<file path="src/rtl/la_iodirctrl_pkg.sv">
// Shared constants and sizing helper for the I/O direction controller.
package la_iodirctrl_pkg;

  localparam int unsigned TCNT_W = 8;

  // Bits needed to hold 0..maxval, never less than one.
  function automatic int unsigned cnt_width(input int unsigned maxval);
    int unsigned w;
    w = $clog2(maxval + 32'd1);
    return (w < 32'd1) ? 32'd1 : w;
  endfunction

endpackage

</file>
<file path="src/rtl/la_iodirctrl.sv">
// Direction controller for a bidirectional A/B pair: arbitrates drive requests,
// inserts dead cycles on every direction flip and bounds each side's hold time.
module la_iodirctrl
  import la_iodirctrl_pkg::*;
#(
  parameter int unsigned TURN        = 2,
  parameter int unsigned HOLDMAX     = 16,
  parameter bit          DEFAULT_A2B = 1'b0
) (
  input  logic clk,
  input  logic nreset,
  input  logic a_req,
  input  logic b_req,
  output logic a_gnt,
  output logic b_gnt,
  output logic a_oe,
  output logic b_oe,
  output logic a2b,
  output logic turn,
  output logic busy
);

  localparam int unsigned HCNT_W = cnt_width(HOLDMAX);
  localparam logic [TCNT_W-1:0] TCNT_LOAD = TCNT_W'(TURN - 32'd1);
  localparam logic [HCNT_W-1:0] HOLD_SAT  = HCNT_W'(HOLDMAX);
  localparam logic [HCNT_W-1:0] HOLD_LAST = HCNT_W'((HOLDMAX == 32'd0) ? 32'd0 : HOLDMAX - 32'd1);

  typedef enum logic [1:0] {
    ST_IDLE  = 2'd0,
    ST_OWN_A = 2'd1,
    ST_OWN_B = 2'd2,
    ST_TURN  = 2'd3
  } state_t;

  state_t              state_q, state_d;
  logic                a2b_q, a2b_d;
  logic                tgt_a_q, tgt_a_d;
  logic                last_a_q, last_a_d;
  logic [TCNT_W-1:0]   tcnt_q, tcnt_d;
  logic [HCNT_W-1:0]   hcnt_q, hcnt_d;
  logic [HCNT_W-1:0]   hcnt_inc_s;
  logic                yield_s;
  logic                a_gnt_q, b_gnt_q, turn_q, busy_q;

  assign yield_s    = (HOLDMAX != 32'd0) && (hcnt_q == HOLD_LAST);
  assign hcnt_inc_s = (hcnt_q == HOLD_SAT) ? hcnt_q : hcnt_q + HCNT_W'(1);

  // Next-state arbitration; every direction change is routed through ST_TURN.
  always_comb begin
    state_d  = state_q;
    a2b_d    = a2b_q;
    tgt_a_d  = tgt_a_q;
    last_a_d = last_a_q;
    tcnt_d   = tcnt_q;
    hcnt_d   = hcnt_q;
    case (state_q)
      ST_IDLE: begin
        if (a_req && (!b_req || !last_a_q)) begin
          if (a2b_q) begin
            state_d  = ST_OWN_A;
            hcnt_d   = '0;
            last_a_d = 1'b1;
          end else begin
            state_d = ST_TURN;
            tgt_a_d = 1'b1;
            a2b_d   = 1'b1;
            tcnt_d  = TCNT_LOAD;
          end
        end else if (b_req) begin
          if (!a2b_q) begin
            state_d  = ST_OWN_B;
            hcnt_d   = '0;
            last_a_d = 1'b0;
          end else begin
            state_d = ST_TURN;
            tgt_a_d = 1'b0;
            a2b_d   = 1'b0;
            tcnt_d  = TCNT_LOAD;
          end
        end else begin
          state_d = ST_IDLE;
        end
      end
      ST_OWN_A: begin
        if (b_req && (!a_req || yield_s)) begin
          state_d = ST_TURN;
          tgt_a_d = 1'b0;
          a2b_d   = 1'b0;
          tcnt_d  = TCNT_LOAD;
        end else if (!a_req) begin
          state_d = ST_IDLE;
        end else begin
          hcnt_d = hcnt_inc_s;
        end
      end
      ST_OWN_B: begin
        if (a_req && (!b_req || yield_s)) begin
          state_d = ST_TURN;
          tgt_a_d = 1'b1;
          a2b_d   = 1'b1;
          tcnt_d  = TCNT_LOAD;
        end else if (!b_req) begin
          state_d = ST_IDLE;
        end else begin
          hcnt_d = hcnt_inc_s;
        end
      end
      ST_TURN: begin
        // The dead time always runs to completion; the request is only re-checked at the end.
        if (tcnt_q != TCNT_W'(0)) begin
          tcnt_d = tcnt_q - TCNT_W'(1);
        end else if (tgt_a_q && a_req) begin
          state_d  = ST_OWN_A;
          hcnt_d   = '0;
          last_a_d = 1'b1;
        end else if (!tgt_a_q && b_req) begin
          state_d  = ST_OWN_B;
          hcnt_d   = '0;
          last_a_d = 1'b0;
        end else begin
          state_d = ST_IDLE;
        end
      end
      default: begin
        state_d = ST_IDLE;
      end
    endcase
  end

  // State, counters and registered outputs.
  always_ff @(posedge clk or negedge nreset) begin
    if (!nreset) begin
      state_q  <= ST_IDLE;
      a2b_q    <= DEFAULT_A2B;
      tgt_a_q  <= 1'b0;
      last_a_q <= 1'b0;
      tcnt_q   <= '0;
      hcnt_q   <= '0;
      a_gnt_q  <= 1'b0;
      b_gnt_q  <= 1'b0;
      turn_q   <= 1'b0;
      busy_q   <= 1'b0;
    end else begin
      state_q  <= state_d;
      a2b_q    <= a2b_d;
      tgt_a_q  <= tgt_a_d;
      last_a_q <= last_a_d;
      tcnt_q   <= tcnt_d;
      hcnt_q   <= hcnt_d;
      a_gnt_q  <= (state_d == ST_OWN_A);
      b_gnt_q  <= (state_d == ST_OWN_B);
      turn_q   <= (state_d == ST_TURN);
      busy_q   <= (state_d != ST_IDLE);
    end
  end

  assign a_gnt = a_gnt_q;
  assign b_gnt = b_gnt_q;
  assign a_oe  = a_gnt_q;
  assign b_oe  = b_gnt_q;
  assign a2b   = a2b_q;
  assign turn  = turn_q;
  assign busy  = busy_q;

endmodule

</file>
<file path="config.mk">
export PLATFORM = sky130hd
export DESIGN_NAME = la_iodirctrl
export DESIGN_NICKNAME = d
export VERILOG_FILES = /design/src/rtl/la_iodirctrl_pkg.sv /design/src/rtl/la_iodirctrl.sv
export SDC_FILE = /design/constraint.sdc
export NUM_CORES = 1
export LEC_CHECK = 0
export BUFFER_PORTS_ARGS = -buffer_cell sky130_fd_sc_hd__buf_2
export CAP_MARGIN = 20
export CORE_UTILIZATION = 50
export DETAILED_ROUTE_END_ITERATION = 8
export GPL_TIMING_DRIVEN = 0
export PLACE_DENSITY = 0.68
export RECOVER_POWER = 50
export SETUP_SLACK_MARGIN = 0.15
export SLEW_MARGIN = 5
export SYNTH_ARGS = -nofsm -noshare
export SYNTH_HDL_FRONTEND = slang
export SYNTH_SLANG_ARGS = --single-unit
</file>
<file path="constraint.sdc">
create_clock -name clk -period 4.93 [get_ports clk]
set_input_delay 0.986 -clock clk [delete_from_list [all_inputs] [get_ports clk]]
set_output_delay 0.986 -clock clk [all_outputs]
set_load 0.005 [all_outputs]
</file>
**Word-level counts from Yosys, hierarchy flattened**

Index checks and enable logic that the tools add are counted.

- Add/subtract/negate cells: 2
- Shift-type cells: 0
- Reductions and logical operators: 22
- Bitwise gates (word level): 0
- Order comparisons: 0
- $mul: 0
- Equal/unequal tests: 22
- Divide/modulo/power cells: 0
- Multiplexer cells: 51

Operator list:

| operator | count |
|---|---|
| $mux 5 | 12 |
| $mux 8 | 7 |
| $pmux 8 s4 | 1 |
| $mux 2 | 10 |
| $pmux 5 s4 | 1 |
| $ne 3x3->1 const B | 6 |
| $reduce_and 6->1 | 3 |
| $mux 1 | 16 |
| $ne 2x2->1 const B | 8 |
| $reduce_and 9->1 | 1 |
| $eq 2x2->1 const B | 4 |
| $pmux 2 s4 | 1 |
| $reduce_bool 8->1 | 1 |
| $sub 8x1->8 const B | 1 |
| $pmux 1 s3 | 2 |
| $add 5x1->5 const B | 1 |
| $eq 5x4->1 const B | 1 |
| $eq 5x5->1 const B | 1 |
| $logic_and 1x1->1 | 5 |
| $eq 2x1->1 const B | 2 |
| $logic_not 1->1 | 4 |
| $reduce_and 4->1 | 1 |
| $reduce_bool 2->1 | 2 |
| $logic_or 1x1->1 | 3 |
| 3 further kinds | 3 |

- Input bits: 4
- Register bits after elaboration: 22
- Word-level logic and storage cells: 107
- Bits in writable memories: 0
- Output and inout port bits: 7
- Memories kept: 0
- Latch bits: 0
- Bits in read-only memories: 0

**Longest topological paths before layout**

- Depth after elaboration: 7
- Gate-level depth with buffers: 8
- Depth with buffers taken out: 8

**Worst setup path after synthesis**

Ideal clock, no wire load.

- Path type: input -> register
- Start: in b_req
- End: reg tcnt_q[7]
- Setup time: 0.126 ns
- Path buffers: 1
- Setup slack: 2.536 ns
- Stages on the path: 5
- Required time: 4.804 ns
- Arrival time: 2.268 ns
- Cell sequence: a22o_1 nor2b_1 a2111o_1 buf_2 a221o_1

- Longest elaborated chain between the ends: 5
- Elaborated cells on any way between the ends: 14

RTL lines:

| item | RTL line | source |
|---|---|---|
| start, declared | la_iodirctrl.sv:13 | `input logic b_req,` |
| $logic_not 1->1 | n/a |  |
| $logic_or 1x1->1, on equally long branches | la_iodirctrl.sv:58, la_iodirctrl.sv:97 |  |
| $logic_and 1x1->1, on equally long branches | la_iodirctrl.sv:58, la_iodirctrl.sv:97 |  |
| $ne 3x3->1 (no source line), or another cell as far along | n/a |  |
| $reduce_and 6->1 (no source line) / $pmux 8 s4 (equally long branches) | n/a |  |
| end signal, assigned | la_iodirctrl.sv:148 | `tcnt_q <= tcnt_d;` |
| end, declared | la_iodirctrl.sv:39 | `logic [TCNT_W-1:0] tcnt_q, tcnt_d;` |

Several ways; a longest one is shown, not always the timed one.
A chain may end at the register's enable or synchronous reset.

**Worst setup path after layout**

- Start: in a_req
- End: reg hcnt_q[0]

- Longest elaborated chain between the ends: 5
- Elaborated cells on any way between the ends: 18

RTL lines:

| item | RTL line | source |
|---|---|---|
| start, declared | la_iodirctrl.sv:12 | `input logic a_req,` |
| $logic_not 1->1 | n/a |  |
| $logic_or 1x1->1 | la_iodirctrl.sv:85 | `if (b_req && (!a_req \|\| yield_s)) begin` |
| $logic_and 1x1->1 | la_iodirctrl.sv:85 |  |
| $ne 2x2->1 (no source line) | n/a |  |
| $reduce_and 9->1 (no source line) | n/a |  |
| end signal, assigned | la_iodirctrl.sv:149 | `hcnt_q <= hcnt_d;` |
| end, declared | la_iodirctrl.sv:40 | `logic [HCNT_W-1:0] hcnt_q, hcnt_d;` |

Several ways; a longest one is shown, not always the timed one. The select of a mux whose other input is x is not followed.

==> reports/metrics.yaml <==
fin_hold_ws_ns: 0.527
place.gp.congestion: 0.818
synthArstFlopShare: 1.00
insertedDiodeCount: 0
postCtsResizedCells: 0
finalClockSkew_ns: 0.0186
fin_crit_ns: 2.57
ir_drop_mv: 0.408
grt.total_usage: 0.220
vias: 1247
r2r_cells: 8
power.switching_mw: 0.485
holdBufCountCts: 0
ff2ff_setup_slack_ns: 2.44
rsz0062_at_grt: "no"
die_h_um: 56.5
synth_area_leaders: "dfrtp_1 37%, ha_1 6.7%, nor2b_1 3.4%"
dieArea_um2: 3190
synth_common_cells: "22 x dfrtp_1, 13 x inv_1, 13 x nand2_1"
preCtsSetupSlack_ns: 2.19
die_width_um: 56.5
required_ns: 5.17
multiInputGateArea_um2: 837
fin_cells: 206
viasPerCell: 6.05
clock_path_buffers: 2
drv_slew: 0
cts_tree: "built"
syn-num-nets: 173
power_frac_comb: 0.572
drt-total-wl_mm: 3.15
first_global_vias: 1209
synth.most_common_cell: "dfrtp_1"
dp_hpwl_mm: 2.29
drt-pass1-iter-count: 4
place_inst: 202
fin_ws_ns: 2.36
hold_path.class: "reg2reg"
numCtsBuffers: 3
post_dp_cell_area_um2: 1570
slowest_stage: "o221ai_1"
antenna_found_initial: 0
synth-seq-cells: 22
postSynthAreaPerCell_um2: 9.22
htreeDepth: 1
pin_count: 11
overflow: 0
drc: 0
rows: 19
seqCellArea_um2: 551
clock-sinks: 22
critical_path.startpoint: "a_req"
yosysUniqueCellTypes: 50
ys_seq_area_frac: 0.371
syn2layout_area_growth_pct: 9.28
p_clk_frac: 0.134
max_freq_mhz: 389
cp_data_arrival_time_ns: 2.81
start_kind: "primary input"
io_buffer_count: 10
crit_end: "hcnt_q[0]$_DFFE_PN0P_"
final_util: 0.583
crit_type: "in2reg"
ys.warnings.count: 0
relSlewSlack: 0.172
power_leakage_nw: 0.766
synth_edf_count: 0
drt-wirelength-per-cell_um: 15.3
fin_area_um2: 1620
switching_share: 0.453
drt-initial-drc-count: 31
grt_pass1_wl_mm: 5.47
drive_above_1_share: 0.143
nets: 188
syn_area_um2: 1480
synth_top_area_share: 0.371
syn_inst: 161
period_share: 0.521
fp.coreArea_um2: 2780
final_antenna_net_count: 0
pwr_density_cell_nw_per_um2: 660
setup-tns-final_ns: 0
p_seq_frac: 0.294
initial_core_util: 0.534
cts_root_buf: "clkbuf_4"
clk_pin_slew_ns: 0.12
cpPeakStageDelay_ns: 0.34
ys.flop_type: "dfrtp_1"
tightest_slew_ns: 1.24
setup_violations: 0
n_fill_cell: 253
grt_max_degree: 23
p_int_mw: 0.585
status: "complete, no violations"
hold_viol_final: 0
worstPathCellList: "buf_2 -> clkbuf_1 -> a21bo_2 -> o221ai_1 -> nand3_1 -> nor2_2 -> mux2i_1"
max-cap-violations: 0
synth_top_cell_by_area: "dfrtp_1"
total_power_mw: 1.07
crit_path_end_kind: "flop"
cp_max_fo: 10
postCtsSetupBuffers: 0
rr_endpoint: "a_gnt$_DFF_PN0_"
clock_latency_ns: 0.33
rr_startpoint: "hcnt_q[0]$_DFFE_PN0P_"
[placed cells by master, fill, tap and decap left out, drive strengths merged, types with 3 or more instances in the layout]
master and n:
a21boi 3, nor2b 8, o41ai 4, a21oi 4, clkbuf 9, nand2b 6
buf 12, o21ai 9, ha 8, o31ai 3, mux2i 3, nor3 3
nor3b 3, nand3 5, nand2 13, a22o 4, dfrtp 22, a21o 3
inv 13, nor2 8
[cell families after synthesis]
logic type	after synthesis	share of synthesized area
multiplexers	5	0.0354
buffers and inverters	21	0.0649
AO/OA/AOI/OAI	46	0.235
adder cells (fa/ha/maj)	8	0.0675
flip-flops	22	0.371
AND/OR/NAND/NOR	58	0.220
XOR/XNOR	1	0.00590
[worst max-delay path, delay by kind of cell]
kind | cells | cell delay [ns]
muxes | 1 | 0.23
buffers and inverters | 2 | 0.39
and+or+nand+nor | 2 | 0.55
AOI/OAI and AO/OA | 2 | 0.65
[power by group through the flow]
stage,sequential [mW],combinational [mW],clock (mW)
final,0.315,0.612,0.143
after global routing,0.324,0.684,0.155
after CTS,0.314,0.613,0.148
after detailed placement,0.317,0.612,0
after global placement,0.314,0.584,0
after floorplan,0.305,0.467,0
[layout make-up]
class                      count  area share
clock buffer                   3      0.0139
multi-input combinational    118       0.516
inverter                      13      0.0301
clock inverter                 1      0.0185
buffer                         8      0.0285
sequential                    22       0.340
tap                           31      0.0239
timing repair buffer          10      0.0293
[state kept, by name, summed over array words and instances (netlist names)]
name / cells
busy: 1
tgt_a_q: 1
a_gnt: 1
turn: 1
a2b: 1
hcnt_q: 5
tcnt_q: 8
b_gnt: 1
state_q: 2
last_a_q: 1
[worst min path at each step]
stage                     cells after the start               endpoint                   from  slack [ns]
after floorplan                               1  tcnt_q[1]$_DFFE_PN0P_  tcnt_q[1]$_DFFE_PN0P_        0.47
after global placement                        1  tcnt_q[1]$_DFFE_PN0P_  tcnt_q[1]$_DFFE_PN0P_        0.49
after detailed placement                      1  tcnt_q[1]$_DFFE_PN0P_  tcnt_q[1]$_DFFE_PN0P_        0.50
after CTS                                     1  tcnt_q[1]$_DFFE_PN0P_  tcnt_q[1]$_DFFE_PN0P_        0.53
after global routing                          1  tcnt_q[1]$_DFFE_PN0P_  tcnt_q[1]$_DFFE_PN0P_        0.57
final                                         1  tcnt_q[0]$_DFFE_PN0P_  tcnt_q[0]$_DFFE_PN0P_        0.53
[layer usage]
layer / vias to the layer above / wire length, um / track usage
li1: 607 / - / -
met5: - / 0 / 0
met3: 2 / 120 / 0.0484
met2: 31 / 1540 / 0.375
met4: 0 / 16 / 0.0418
met1: 607 / 1480 / 0.287
(Power assumes the default switching activity.)
